--- config.mk ---
export PLATFORM = sky130hd
export DESIGN_NAME = pe_column_feeder
export DESIGN_NICKNAME = d
export VERILOG_FILES = /design/src/rtl/pe_column_feeder.sv
export SDC_FILE = /design/constraint.sdc
export NUM_CORES = 1
export LEC_CHECK = 0
export CAP_MARGIN = 20
export CORE_MARGIN = 2
export CORE_UTILIZATION = 40
export CTS_BUF_LIST = sky130_fd_sc_hd__clkbuf_8
export DETAILED_ROUTE_END_ITERATION = 12
export GPL_TIMING_DRIVEN = 0
export PLACE_DENSITY = 0.58
export SLEW_MARGIN = 15
export SYNTH_ARGS = -nofsm -noshare
export SYNTH_HDL_FRONTEND = slang
export SYNTH_SLANG_ARGS = --single-unit
--- constraint.sdc ---
create_clock -name clk -period 6.4 [get_ports clk]
set_input_delay 1.92 -clock clk [delete_from_list [all_inputs] [get_ports clk]]
set_output_delay 1.92 -clock clk [all_outputs]
set_load 0.05 [all_outputs]
--- src/rtl/pe_column_feeder.sv ---
// Feeds one three-unit PE column: buffers three filter words and three ifmap rows,
// then streams the rows one pixel per cycle and flags which cycles carry valid psums.
module pe_column_feeder #(
    parameter int unsigned IMG_W  = 8,
    parameter int unsigned PE_LAT = 3
) (
    input  logic        clk,
    input  logic        rst_n,
    input  logic        start,
    input  logic        wgt_valid,
    output logic        wgt_ready,
    input  logic [11:0] wgt_data,
    input  logic        pix_valid,
    output logic        pix_ready,
    input  logic [7:0]  pix_data,
    output logic [7:0]  ifmap_out_2,
    output logic [7:0]  ifmap_out_1,
    output logic [7:0]  ifmap_out_0,
    output logic [11:0] filt_out_2,
    output logic [11:0] filt_out_1,
    output logic [11:0] filt_out_0,
    output logic        pe_en,
    output logic        psum_valid,
    output logic        busy,
    output logic        done
);

    localparam int unsigned PIX_N   = 3 * IMG_W;
    localparam int unsigned PIX_CW  = $clog2(PIX_N);
    localparam int unsigned LAT_CW  = $clog2(PE_LAT + 1);
    localparam int unsigned CNT_W   = (PIX_CW > LAT_CW) ? PIX_CW : LAT_CW;
    localparam int unsigned COL_W   = $clog2(IMG_W);

    typedef enum logic [2:0] {
        IDLE,
        LOAD_W,
        LOAD_PIX,
        STREAM,
        DRAIN,
        DONE
    } state_t;

    state_t             state;
    state_t             state_next;
    logic [CNT_W-1:0]   cnt;
    logic [CNT_W-1:0]   cnt_next;
    logic [1:0]         row;
    logic [1:0]         row_next;
    logic [COL_W-1:0]   col;
    logic [COL_W-1:0]   col_next;
    logic [PE_LAT:0]    psum_sr;

    logic               wgt_acc;
    logic               pix_acc;
    logic               stream_next;
    logic [7:0]         ifmap_next_2;
    logic [7:0]         ifmap_next_1;
    logic [7:0]         ifmap_next_0;

    logic [7:0]         row_mem [3][IMG_W];

    assign wgt_acc    = wgt_valid & wgt_ready;
    assign pix_acc    = pix_valid & pix_ready;
    assign psum_valid = psum_sr[PE_LAT];

    // Next-state, counter and next-output decode
    always_comb begin
        state_next   = state;
        cnt_next     = cnt;
        row_next     = row;
        col_next     = col;
        case (state)
            IDLE: begin
                if (start) begin
                    state_next = LOAD_W;
                    cnt_next   = '0;
                end
            end
            LOAD_W: begin
                if (wgt_acc) begin
                    if (cnt == CNT_W'(2)) begin
                        state_next = LOAD_PIX;
                        row_next   = '0;
                        col_next   = '0;
                    end else begin
                        cnt_next = cnt + CNT_W'(1);
                    end
                end
            end
            LOAD_PIX: begin
                if (pix_acc) begin
                    if (col == COL_W'(IMG_W - 1)) begin
                        col_next = '0;
                        if (row == 2'd2) begin
                            state_next = STREAM;
                        end else begin
                            row_next = row + 2'd1;
                        end
                    end else begin
                        col_next = col + COL_W'(1);
                    end
                end
            end
            STREAM: begin
                if (col == COL_W'(IMG_W - 1)) begin
                    state_next = DRAIN;
                    cnt_next   = '0;
                end else begin
                    col_next = col + COL_W'(1);
                end
            end
            DRAIN: begin
                if (cnt == CNT_W'(PE_LAT - 1)) begin
                    state_next = DONE;
                end else begin
                    cnt_next = cnt + CNT_W'(1);
                end
            end
            DONE: begin
                state_next = IDLE;
            end
            default: begin
                state_next = IDLE;
            end
        endcase

        stream_next  = (state_next == STREAM);
        ifmap_next_2 = stream_next ? row_mem[2][col_next] : 8'h00;
        ifmap_next_1 = stream_next ? row_mem[1][col_next] : 8'h00;
        ifmap_next_0 = stream_next ? row_mem[0][col_next] : 8'h00;
    end

    // State, counters and registered outputs
    always_ff @(posedge clk or negedge rst_n) begin
        if (!rst_n) begin
            state       <= IDLE;
            cnt         <= '0;
            row         <= '0;
            col         <= '0;
            psum_sr     <= '0;
            wgt_ready   <= 1'b0;
            pix_ready   <= 1'b0;
            pe_en       <= 1'b0;
            busy        <= 1'b0;
            done        <= 1'b0;
            ifmap_out_2 <= '0;
            ifmap_out_1 <= '0;
            ifmap_out_0 <= '0;
            filt_out_2  <= '0;
            filt_out_1  <= '0;
            filt_out_0  <= '0;
        end else begin
            state       <= state_next;
            cnt         <= cnt_next;
            row         <= row_next;
            col         <= col_next;
            psum_sr     <= {psum_sr[PE_LAT-1:0], stream_next};
            wgt_ready   <= (state_next == LOAD_W);
            pix_ready   <= (state_next == LOAD_PIX);
            pe_en       <= (state_next == STREAM) || (state_next == DRAIN);
            busy        <= (state_next != IDLE);
            done        <= (state_next == DONE);
            ifmap_out_2 <= ifmap_next_2;
            ifmap_out_1 <= ifmap_next_1;
            ifmap_out_0 <= ifmap_next_0;
            if (wgt_acc) begin
                if (cnt == CNT_W'(0)) begin
                    filt_out_0 <= wgt_data;
                end else if (cnt == CNT_W'(1)) begin
                    filt_out_1 <= wgt_data;
                end else begin
                    filt_out_2 <= wgt_data;
                end
            end
        end
    end

    // Row buffer: contents are don't-care after reset
    always_ff @(posedge clk) begin
        if (pix_acc) begin
            row_mem[row][col] <= pix_data;
        end
    end

endmodule

# Yosys cells after proc, flatten, opt, wreduce, memory -nomap -nowiden
# Memory sizes are Yosys's and may differ from the RTL's.
# Cells that the tools add are included.
# W data, S select, Z words.
# word_totals
ff_bits,82
mem_bits_rw,192
input_bits,25
out_inout_bits,66
elab_cells,103
memories,1
# mem_list
name,words,word_bits,read_ports,rd_clocked_by_memory_dff,write_ports,line_no,rtl
row_mem,3,64,3,0,1,60,logic [7:0] row_mem [3][IMG_W];
# op_classes
n_addsub,3
order_cmp,3
eq_ne,20
mux,42
n_bitwise,6
reduce_logical,12
# op_table
operator,count
$mux W8,10
$bmux W8 S3,3
$mux W64,1
$mux W3,13
$demux W8 S3,1
$mux W5,4
$pmux W5 S4,1
$pmux W3 S5,1
$ne A2 B2 Y1 const B,7
$eq A3 B2 Y1 const B,4
$eq A3 B3 Y1 const B,4
$mux W2,5
$pmux W3 S3,1
$ge A4 B4 Y1 const B,2
$not A3 Y4,2
$eq A3 B1 Y1 const B,2
$reduce_and A3 Y1,2
$reduce_and A6 Y1,1
$add A5 B1 Y5 const B,1
$eq A5 B1 Y1 const B,1
$eq A5 B2 Y1 const B,1
$logic_not A5 Y1,1
$lt A4 B1 Y1 const B,1
$pmux W2 S2,1
other kinds (14),16

# Longest topological paths before layout
# depth
word_depth,9
depth_mapped,12

# Worst setup path after synthesis
# OpenSTA, ideal clock, no wires.
# synth_timing
path_type,input-to-reg
from,in wgt_valid
to,reg ifmap_out_0[0]
arrival_time_ns,3.321
slack_ns,2.989
cell_stages,6
path_buffers,1
cell_sequence,and3_1 > and3_1 > o31ai_2 > nand4_1 > clkbuf_1 > o2111ai_1
# synth_via
elab_chain_len,8
elab_cells_between_ends,11
# synth_lines
item,line_no,rtl
"start, declared",10,"input logic wgt_valid,"
$and A1 B1 Y1 (*),62,assign wgt_acc = wgt_valid & wgt_ready;
$mux W3,80,if (wgt_acc) begin
$pmux W3 S3,72,case (state)
$not A3 Y4 (not written as such),130,ifmap_next_0 = stream_next ? row_mem[0][col_next] : 8'h00;
$bmux W8 S3,130,
$mux W8 (not written as such) (2 in a row),130,
$mux W8 (*),130,
net ifmap_next_0[0],58,logic [7:0] ifmap_next_0;
"end signal, assigned",165,ifmap_out_0 <= ifmap_next_0;
"end, declared",18,"output logic [7:0] ifmap_out_0,"
# Mark *: on every way through the listed nets, which the timed path passes. The rest lies on a longest branch. The select of a mux whose other input is x is not followed.
# A chain may end at the register's enable or synchronous reset.

# Final worst setup path
# layout_timing
from,in wgt_valid
to,reg ifmap_out_0[6]
# The elaborated chain is that of the path after synthesis.

==> impl_metrics.ini <==
[yosys]
synth_top_area_share_pct = 50.7
ys_ff_latch = 274
synth-compound-area-share_pct = 12.5
synth_adder_area_share_pct = 1.32
syn-num-nets = 813
synth.most_common_cell = edfxtp_1
synth_top_family_by_area = compound AO/OA/AOI/OAI gates
synth_ff_type = edfxtp_1
synth.area.top_cells = edfxtp_1 51%, dfrtp_1 18%, mux2_2 4.2%, o2111ai_1 3.7%, and3_1 3.0%
synth_common_cells = 192 x edfxtp_1, 82 x dfrtp_1, 55 x and3_1, 48 x o2111ai_1, 44 x o21ai_0
syn_inst = 776
syn_area_sq_mm = 0.0114
synth_top_cell_by_area = edfxtp_1
synth-simple-area-share_pct = 8.39
avgSynthCellArea_sq_um = 14.7
synthArstFlopShare_pct = 29.9
synth_xor_area_share_pct = 0
ys_warn_count = 0
seq_area_frac_synth_pct = 68.7
ys_types = 50
synthMuxAreaShare_pct = 6.53
synth-edff-count = 192

[die]
num_io_pins = 91
core-area_sq_mm = 0.0279
die_area_sq_mm = 0.0298
start_util_pct = 40.7
chipWidth_microns = 173
die_h_microns = 173
rows = 61

[place]
post-place-ws_ns = 1.37
place_area_sq_mm = 0.0128
dp_cells = 1245
place.detailed.hpwl_mm = 18.7
port_buffers = 90
gp_congestion = 0.824

[timing]
rsz0062_at_grt = false
post-route-period-util_pct = 69.5
maxSlewViolCount = 0
fin_ws_ns = 1.95
worst_hold_slack_ns = 0.346
worstMarginPinSlew_ns = 1.06
tns_ns = 0
timing.fmax_ghz = 0.225
final-hold-violation-count = 0
final-setup-viol-count = 0
relSlewSlack_pct = 29.2
period_needed_ns = 4.45
fin_worst_skew_ns = 0.0337

[clock_tree]
clk_latency_ns = 0.57
post_cts_buffers = 0
post_cts_resized = 0
cts.sinks = 274
clkTransAtPathRegs_ns = 0.06
cts_tree = done
clock_path_buffers = 3
htreeDepth = 2
root_buffer = clkbuf_8
cts_buffers = 46
holdBufCountCts = 0

[drt]
antenna_left = 0
drt_iter0_drc = 526
vias_per_cell = 5.47
vias = 7281
dr.pass1.iters = 5
wirelength_mm = 28.9
wl_per_cell_microns = 21.7
drc = 0

[cells_and_area]
area_growth_pct = 20.1
layout.cells.non_filler = 1330
insertedDiodeCount = 0
drive_gt1_share_pct = 14.6
finalInstanceArea_sq_mm = 0.0137
final_nets = 952

[power]
ir_drop_mv = 0.190
powerDensity_mw_per_mm2 = 465
leakage_uw = 0.00510

[run_status]
outcome = complete, no violations

[critical_path]
crit_top_cell = and3_1
crit_chain = clkdlybuf4s50_1 -> and3_1 -> and3_1 -> o31ai_2 -> nand4_1 -> clkbuf_1 -> o2111ai_1
endpoint_kind = flip-flop
path_class = in2reg
cp_slowest_stage_delay_ns = 0.58
path_delay_family = simple AND/OR/NAND/NOR gates
crit_arrival_ns = 4.88
worstPathRequired_ns = 6.83
worstSetupStartpointType = primary input
crit_slowest_cell = o31ai_2
critPathMaxFanout = 10
cp_num_buf_inv = 2

[global_routing]
grt_pass1_wl_mm = 43.6
antenna_found_initial = 0
grt_usage_pct = 19.2
grt_pass1_vias = 7316
grt_max_degree = 58
gr-total-overflow = 0

[flow_run]
drv_cap = 0

[hold_path]
worstHoldPathType = reg2reg
[registers in the layout (all words and copies together) (netlist names), 2 cells and up]
name / flops
filt_out_2: 12
psum_sr: 4
state: 3
row_mem: 192
col: 3
ifmap_out_0: 8
filt_out_1: 12
ifmap_out_1: 8
cnt: 5
filt_out_0: 12
row: 2
ifmap_out_2: 8
[final timing paths]
| path | start | to | slack (ns) | cells past startpoint |
|---|---|---|---|---|
| worst max register to register | col[0] | ifmap_out_1[7] | 2.74 | 12 |
| min in group asynchronous | rst_n | filt_out_0[2] | 1.30 | 1 |
| worst max-delay path | wgt_valid | ifmap_out_0[6] | 1.95 | 7 |
| worst min-delay path | psum_sr[2] | psum_sr[3] | 0.35 | 0 |
| worst min register to register | psum_sr[2] | psum_sr[3] | 0.35 | 0 |
| max in group asynchronous | rst_n | psum_sr[1] | 4.49 | 2 |
[cells in the final DEF, fill, tap and decap left out, types with 6 or more instances in the layout]
master / count
dfrtp_1: 82
edfxtp_1: 192
buf_2: 20
nand3_1: 28
clkbuf_8: 55
mux2_2: 42
nor2_1: 7
nand2_1: 10
mux2i_1: 27
and2_1: 25
inv_1: 30
o2111ai_1: 48
nor3_1: 7
o21ai_1: 11
and3_1: 55
clkdlybuf4s50_1: 85
a21boi_0: 43
a21boi_1: 6
o21ai_0: 44
clkbuf_1: 33
a21oi_1: 6
ha_1: 12
a21o_1: 25
[layer usage]
| metal | global-route usage (%) | vias up | part of all wire (%) |
|---|---|---|---|
| met3 | 4.55 | 59 | 8.4 |
| met1 | 26.0 | 3601 | 43 |
| met2 | 30.5 | 320 | 46 |
| met5 | 0 | - | 0 |
| met4 | 6.57 | 0 | 2.6 |
| li1 | - | 3301 | - |
[cell type report]
type,instances,area [sq um]
multi-input cells,437,3270
well taps,378,473
clock buffers,55,757
flip-flops and latches,274,7820
plain buffers,56,256
fillers,2470,14300
repair buffers,91,906
clock inverters,30,153
inverters,9,33.8
[logic make-up (layout without fill, tap and decap cells)]
logic type / Yosys count / count (layout)
adder cells (fa/ha/maj): 12 / 12
flip-flops: 274 / 274
buffers and inverters: 65 / 241
AO/OA/AOI/OAI: 196 / 196
multiplexers: 69 / 69
AND/OR/NAND/NOR: 160 / 160
[through the flow]
step           power, uW  util [%]
3_3_place_gp        4830      45.7
6_report            6360      48.9
5_1_grt             6660      48.9
2_1_floorplan       3980         -
4_1_cts             6390      49.0
3_5_place_dp        4870      45.7
[power by group]
part / switching (uW) / internal (uW) / leakage (uW)
Combinational: 1750 / 877 / 0.00178
Clock: 691 / 820 / 0.000547
Sequential: 104 / 2110 / 0.00277
Total: 2540 / 3810 / 0.00510
[worst register-to-register path, stage by stage, from the launching register on]
cell	delay (ns)
dfrtp_1	0.35
ha_1	0.19
ha_1	0.15
clkbuf_1	0.30
inv_1	0.13
ha_1	0.20
and3_1	0.20
o311ai_2	0.45
buf_2	0.36
clkbuf_1	0.49
a21boi_1	0.13
o2111ai_1	0.37
o2111ai_1	0.22
(Power assumes the default switching activity.)
